===== src/rtl/fetch_queue.sv =====
// ---------------------------------------------------------------------------
// fetch_queue
//
// Instruction fetch unit with a small in-order instruction queue. A
// three-state FSM (IDLE / REQ / FLUSH) keeps at most one instruction memory
// request outstanding. Fetched words are buffered together with their
// addresses, and the head entry is presented to the datapath with a
// valid/ready handshake. A redirect (branch/jump) flushes the queue and
// restarts fetching at the new address.
//
// Optional feature macro: FETCHQ_BYPASS_EN
//   When defined, a word acknowledged while the queue is empty is presented
//   combinationally on the datapath side in the same cycle. If the datapath
//   consumes it in that cycle, the word is never written into the queue.
//   When undefined, no combinational path exists from imem_* to inst_*, and
//   an acknowledged word appears one cycle after the ack.
//
// Parameters:
//   DEPTH     - number of queue entries (power of two, 2..16)
//   RESET_PC  - first fetch address after reset
//
// Ports:
//   clk          in   system clock, rising edge
//   rst          in   asynchronous reset, active low
//   redirect     in   flush queue and refetch from redirect_pc
//   redirect_pc  in   new fetch address (bits [1:0] ignored)
//   imem_req     out  instruction memory request
//   imem_addr    out  word-aligned fetch address
//   imem_ack     in   request accepted, imem_rdata valid this cycle
//   imem_rdata   in   fetched instruction word
//   inst_valid   out  head entry valid
//   inst_ready   in   datapath consumes head entry
//   instruction  out  head instruction word (zero when empty)
//   inst_pc      out  head instruction address (zero when empty)
//   pc_plus4     out  inst_pc + 4 (zero when empty)
//   count        out  number of queued entries
// ---------------------------------------------------------------------------
module fetch_queue #(
    parameter int unsigned DEPTH    = 4,
    parameter logic [31:0] RESET_PC = 32'h0000_0000
) (
    input  logic        clk,
    input  logic        rst,
    input  logic        redirect,
    input  logic [31:0] redirect_pc,
    output logic        imem_req,
    output logic [31:0] imem_addr,
    input  logic        imem_ack,
    input  logic [31:0] imem_rdata,
    output logic        inst_valid,
    input  logic        inst_ready,
    output logic [31:0] instruction,
    output logic [31:0] inst_pc,
    output logic [31:0] pc_plus4,
    output logic [4:0]  count
);

    localparam int unsigned PTR_W   = (DEPTH > 1) ? $clog2(DEPTH) : 1;
    localparam logic [4:0]  DEPTH_C = 5'(DEPTH);

    typedef enum logic [1:0] {
        IDLE  = 2'd0,
        REQ   = 2'd1,
        FLUSH = 2'd2
    } state_t;

    state_t state;
    state_t state_next;

    logic [31:0]      fetch_pc;
    logic [31:0]      hold_addr;
    logic [PTR_W-1:0] head;
    logic [PTR_W-1:0] tail;
    logic [4:0]       count_q;
    logic [31:0]      inst_mem [DEPTH];
    logic [31:0]      pc_mem   [DEPTH];

    logic ack_taken;
    logic fetch_ok;
    logic push;
    logic pop;
    logic queue_nonempty;
`ifdef FETCHQ_BYPASS_EN
    logic bypass;
`endif

    assign queue_nonempty = (count_q != 5'd0);
    assign ack_taken      = (state == REQ) && imem_ack;
    assign fetch_ok       = ack_taken && !redirect;

`ifdef FETCHQ_BYPASS_EN
    // An empty queue lets the acked word go straight to the datapath; it is
    // only stored if the datapath does not take it this cycle.
    assign bypass = fetch_ok && !queue_nonempty;
    assign push   = fetch_ok && !(bypass && inst_ready);
`else
    assign push   = fetch_ok;
`endif

    // Redirect discards any pop in the same cycle.
    assign pop = queue_nonempty && inst_ready && !redirect;

    assign imem_req  = (state != IDLE);
    // While flushing, the abandoned request keeps its original address until
    // the memory acknowledges it; fetch_pc already holds the new target.
    assign imem_addr = (state == FLUSH) ? hold_addr : fetch_pc;
    assign count     = count_q;

    always_ff @(posedge clk or negedge rst) begin
        if (!rst) begin
            state <= IDLE;
        end else begin
            state <= state_next;
        end
    end

    // A request is only launched when a slot is guaranteed: no push can occur
    // outside REQ, so count < DEPTH on entry means the eventual push fits.
    always_comb begin
        state_next = state;
        case (state)
            IDLE: begin
                if (redirect || (count_q < DEPTH_C)) begin
                    state_next = REQ;
                end
            end
            REQ: begin
                if (redirect && !imem_ack) begin
                    state_next = FLUSH;
                end else if (imem_ack) begin
                    state_next = IDLE;
                end
            end
            FLUSH: begin
                if (imem_ack) begin
                    state_next = IDLE;
                end
            end
            default: state_next = IDLE;
        endcase
    end

    always_ff @(posedge clk or negedge rst) begin
        if (!rst) begin
            fetch_pc  <= RESET_PC;
            hold_addr <= RESET_PC;
        end else begin
            if ((state == REQ) && redirect && !imem_ack) begin
                hold_addr <= fetch_pc;
            end
            if (redirect) begin
                fetch_pc <= redirect_pc & 32'hFFFF_FFFC;
            end else if (ack_taken) begin
                fetch_pc <= fetch_pc + 32'd4;
            end
        end
    end

    // Pointers wrap naturally because DEPTH is a power of two.
    always_ff @(posedge clk or negedge rst) begin
        if (!rst) begin
            head    <= '0;
            tail    <= '0;
            count_q <= 5'd0;
        end else if (redirect) begin
            head    <= '0;
            tail    <= '0;
            count_q <= 5'd0;
        end else begin
            if (push) begin
                tail <= tail + 1'b1;
            end
            if (pop) begin
                head <= head + 1'b1;
            end
            case ({push, pop})
                2'b10:   count_q <= count_q + 5'd1;
                2'b01:   count_q <= count_q - 5'd1;
                default: count_q <= count_q;
            endcase
        end
    end

    always_ff @(posedge clk) begin
        if (push) begin
            inst_mem[tail] <= imem_rdata;
            pc_mem[tail]   <= fetch_pc;
        end
    end

    // Storage is never reset, so the head is masked to zero when empty.
    always_comb begin
        inst_valid  = queue_nonempty;
        instruction = queue_nonempty ? inst_mem[head] : 32'h0;
        inst_pc     = queue_nonempty ? pc_mem[head] : 32'h0;
`ifdef FETCHQ_BYPASS_EN
        if (bypass) begin
            inst_valid  = 1'b1;
            instruction = imem_rdata;
            inst_pc     = fetch_pc;
        end
`endif
        pc_plus4 = inst_valid ? (inst_pc + 32'd4) : 32'h0;
    end

endmodule


===== config.mk =====
export PLATFORM = sky130hd
export DESIGN_NAME = fetch_queue
export DESIGN_NICKNAME = d
export VERILOG_FILES = /design/src/rtl/fetch_queue.sv
export SDC_FILE = /design/constraint.sdc
export NUM_CORES = 1
export LEC_CHECK = 0
export CAP_MARGIN = 20
export CORE_ASPECT_RATIO = 1.1
export CORE_UTILIZATION = 59
export DETAILED_ROUTE_END_ITERATION = 10
export PLACE_DENSITY = 0.86
export SETUP_SLACK_MARGIN = 0.15
export SYNTH_ARGS = -nofsm -noshare
export SYNTH_HDL_FRONTEND = slang
export SYNTH_SLANG_ARGS = --single-unit

===== constraint.sdc =====
create_clock -name clk -period 10.5 [get_ports clk]
set_input_delay 3.15 -clock clk [delete_from_list [all_inputs] [get_ports clk]]
set_output_delay 3.15 -clock clk [all_outputs]
set_load 0.005 [all_outputs]

==> flow_metrics.tcl <==
set metrics [dict create \
    synth.distinct_cells 50 \
    yosys_warnings 0 \
    cp_max_fo 28 \
    max_slew_margin 0.366 \
    post-dp-hpwl_um 19700 \
    cts_tree "built" \
    placed_area_sq_um 16100 \
    reg2reg_depth 9 \
    whs_path_depth 1 \
    drt_pass1_iterations 5 \
    cts_max_level 1 \
    drt-initial-drc-count 751 \
    finalHoldViolations 0 \
    tightest_slew_ps 951 \
    synth_top_family_by_area "multiplexers" \
    cts_sinks 319 \
    clk_pin_slew_ps 60 \
    cts_made_buffers 31 \
    intPower_w 0.00299 \
    end_kind "primary output" \
    synthCells 890 \
    synth_top_area_share 0.537 \
    power_density_nw_per_um2 246 \
    vias 8435 \
    tns_ps 0 \
    finalInstanceArea_sq_um 17100 \
    clock_latency_ps 550 \
    crit_type "reg2out" \
    worstHoldPathType "reg2reg" \
    area_delta_synth_final_pct 23.7 \
    netlist_area_sq_um 13900 \
    cts_buffer_depth 3 \
    finalMaxSlewViolations 0 \
    grt_pass1_vias 8567 \
    clkPwrFrac 0.271 \
    muxShareOfSynthArea 0.150 \
    crit_required_ps 7350 \
    row_count 58 \
    clock_skew_ps 14.7 \
    maxCapViolations 0 \
    final.fill_count 1412 \
    synth_compound_area_frac 0.0262 \
    worst_ep_arrival_time_ps 5220 \
    whs_endpoint "state[0]$_DFFE_PN0P_" \
    utilization 0.748 \
    die-width_um 148 \
    grt_overflow_total 0 \
    grt_max_degree 73 \
    synth-simple-area-share 0.0901 \
    wl_per_cell_um 22.4 \
    synthTopCellsByArea "edfxtp_1, dfrtp_1, mux4_2" \
    die_h_um 163 \
    io_pins 204 \
    synthMostInstantiatedCell "edfxtp_1" \
    fin_crit_ps 8370 \
    clock.fmax_mhz 120 \
    cts_resized 0 \
    finalSetupViolCount 0 \
    synthAdderAreaFrac 0.00722 \
    switching_share 0.289 \
    synth_top_cell_by_area "edfxtp_1" \
    synth_xor_area_frac 0.0367 \
    syn_area_per_cell_sq_um 15.6 \
    root_buffer "clkbuf_16" \
    r2r-end "count[4]$_DFFE_PN0P_" \
    start_kind "flop" \
    rsz0062_at_grt "no" \
    nets 1162 \
    start_util 0.604 \
    postRouteWirelength_um 31600 \
    hold_start "state[1]$_DFFE_PN0P_" \
    place_congestion 0.915 \
    power_switching_w 0.00122 \
    finalCritPeriodShare 0.797 \
    holdBufCountCts 0 \
    pwr-share-comb 0.346 \
    synth-edff-count 248 \
    antenna_found_initial 0 \
    seq_power_share 0.383 \
    route.detailed.drc 0 \
    synth.yosys.seq_area_share 0.666 \
    async_reset_ff_frac 0.223 \
    synthFlopType "edfxtp_1" \
    ir_drop_uv 186 \
    gr-usage-all-layers 0.270 \
    p_leak_nw 5.90 \
    port_buffers 195 \
    via_per_inst 5.99 \
    drive_above_1_share 0.176 \
    outcome "complete, no violations" \
    grt_pass1_wl_um 48800 \
    ys_top_cells_by_count "edfxtp_1, dfrtp_1, nand2_1" \
    ant_nets 0 \
    ys_seq_elements 319 \
    antenna_cells 0 \
    r2r_start "count[2]$_DFFE_PN0P_" \
    core_sq_um 22900 \
    r2r_slack_ps 7630 \
    die-area_sq_um 24100 \
    post_cts.repair.setup_buffers 0 \
]
[final cells by class]
type                       instances  area, sq um  area share
sequential                       319         9230       0.538
multi-input combinational        504         4340       0.253
timing repair buffer             207         2030       0.119
clock buffer                      46          945      0.0551
tap                              300          375      0.0219
clock inverter                    11          141     0.00825
inverter                          22         82.6     0.00482
[power groups by stage]
stage                     clock [W]  sequential, W  combinational (W)
after floorplan                   0        0.00157           0.000726
final                       0.00114        0.00161            0.00146
after CTS                   0.00116        0.00161            0.00146
after global placement            0        0.00162            0.00142
after detailed placement          0        0.00164            0.00145
after global routing        0.00120        0.00163            0.00156
[state kept, by name, summed over array words and instances, names as in the netlist]
register,cells
state,2
hold_addr,30
tail,2
inst_mem,128
count,5
head,2
pc_mem,120
fetch_pc,30
[worst max-delay path, stage by stage, from the launching register on]
cell and delay, ps:
dfrtp_1 450, or3_1 480, nor2_1 110, inv_1 610, and2_1 260, ha_1 250
nand3_2 100, or4_4 550, or3_4 460, or4_1 550, mux2_1 330, clkdlybuf4s50_1 520
[metal layers]
metal / wire [um] / vias to the layer above / GRT usage
li1: - / 3714 / -
met1: 12500 / 4246 / 0.368
met2: 15500 / 412 / 0.454
met3: 2780 / 63 / 0.0451
met4: 723 / 0 / 0.0750
met5: 0 / - / 0
[worst max path at each step]
stage	start	end	slack, ps	depth (start not counted)
after floorplan	count[1]$_DFFE_PN0P_	pc_plus4[30]	3710	13
after global placement	head[1]$_DFFE_PN0P_	pc_plus4[30]	2790	10
after detailed placement	head[1]$_DFFE_PN0P_	pc_plus4[30]	2740	10
after CTS	head[1]$_DFFE_PN0P_	pc_plus4[30]	2130	10
after global routing	count[2]$_DFFE_PN0P_	pc_plus4[30]	1890	11
final	count[2]$_DFFE_PN0P_	pc_plus4[30]	2130	11
[cell usage in the layout, fill, tap and decap left out, drive strengths merged, types with 2 or more instances in the layout]
| cell | synthesis | layout |
|---|---|---|
| inv | 22 | 23 |
| conb | 1 | 6 |
| clkbuf | 25 | 46 |
| mux2 | 57 | 57 |
| dfrtp | 71 | 71 |
| xor2 | 26 | 26 |
| nor3 | 10 | 10 |
| clkdlybuf4s50 | 0 | 193 |
| xnor2 | 32 | 32 |
| edfxtp | 248 | 248 |
| nand3 | 19 | 19 |
| nor2 | 47 | 47 |
| clkinv | 0 | 5 |
| mux2i | 2 | 2 |
| or2 | 5 | 5 |
| or3 | 8 | 8 |
| o211ai | 5 | 5 |
| o21ai | 40 | 40 |
| a31oi | 4 | 4 |
| buf | 25 | 14 |
| clkinvlp | 0 | 2 |
| nor4 | 5 | 5 |
| nand4b | 2 | 2 |
| and2 | 51 | 51 |
| nand4 | 7 | 7 |
| or4 | 6 | 6 |
| mux4 | 62 | 62 |
| and3 | 9 | 9 |
| ha | 8 | 8 |
| bufinv | 0 | 3 |
| nand2 | 71 | 71 |
| a21oi | 11 | 11 |
| nand3b | 2 | 2 |
[cell families after synthesis]
| logic type | count (synthesis) |
|---|---|
| DFF | 319 |
| AOI/OAI and AO/OA | 65 |
| muxes | 121 |
| xor gates and xnor gates | 58 |
| buffers and inverters | 72 |
| other | 1 |
| adders and majority gates | 8 |
| and+or+nand+nor | 246 |
[through the flow]
| step | hold WS, ps | setup slack (ps) | total power [W] | std cells |
|---|---|---|---|---|
| 2_1_floorplan | 448 | 3710 | 0.00230 | 895 |
| 3_3_place_gp | 464 | 2790 | 0.00305 | 1352 |
| 3_5_place_dp | 484 | 2740 | 0.00309 | 1352 |
| 4_1_cts | 495 | 2130 | 0.00423 | 1409 |
| 5_1_grt | 514 | 1890 | 0.00439 | 1409 |
| 6_report | 499 | 2130 | 0.00421 | 1409 |
(Power assumes the default switching activity.)
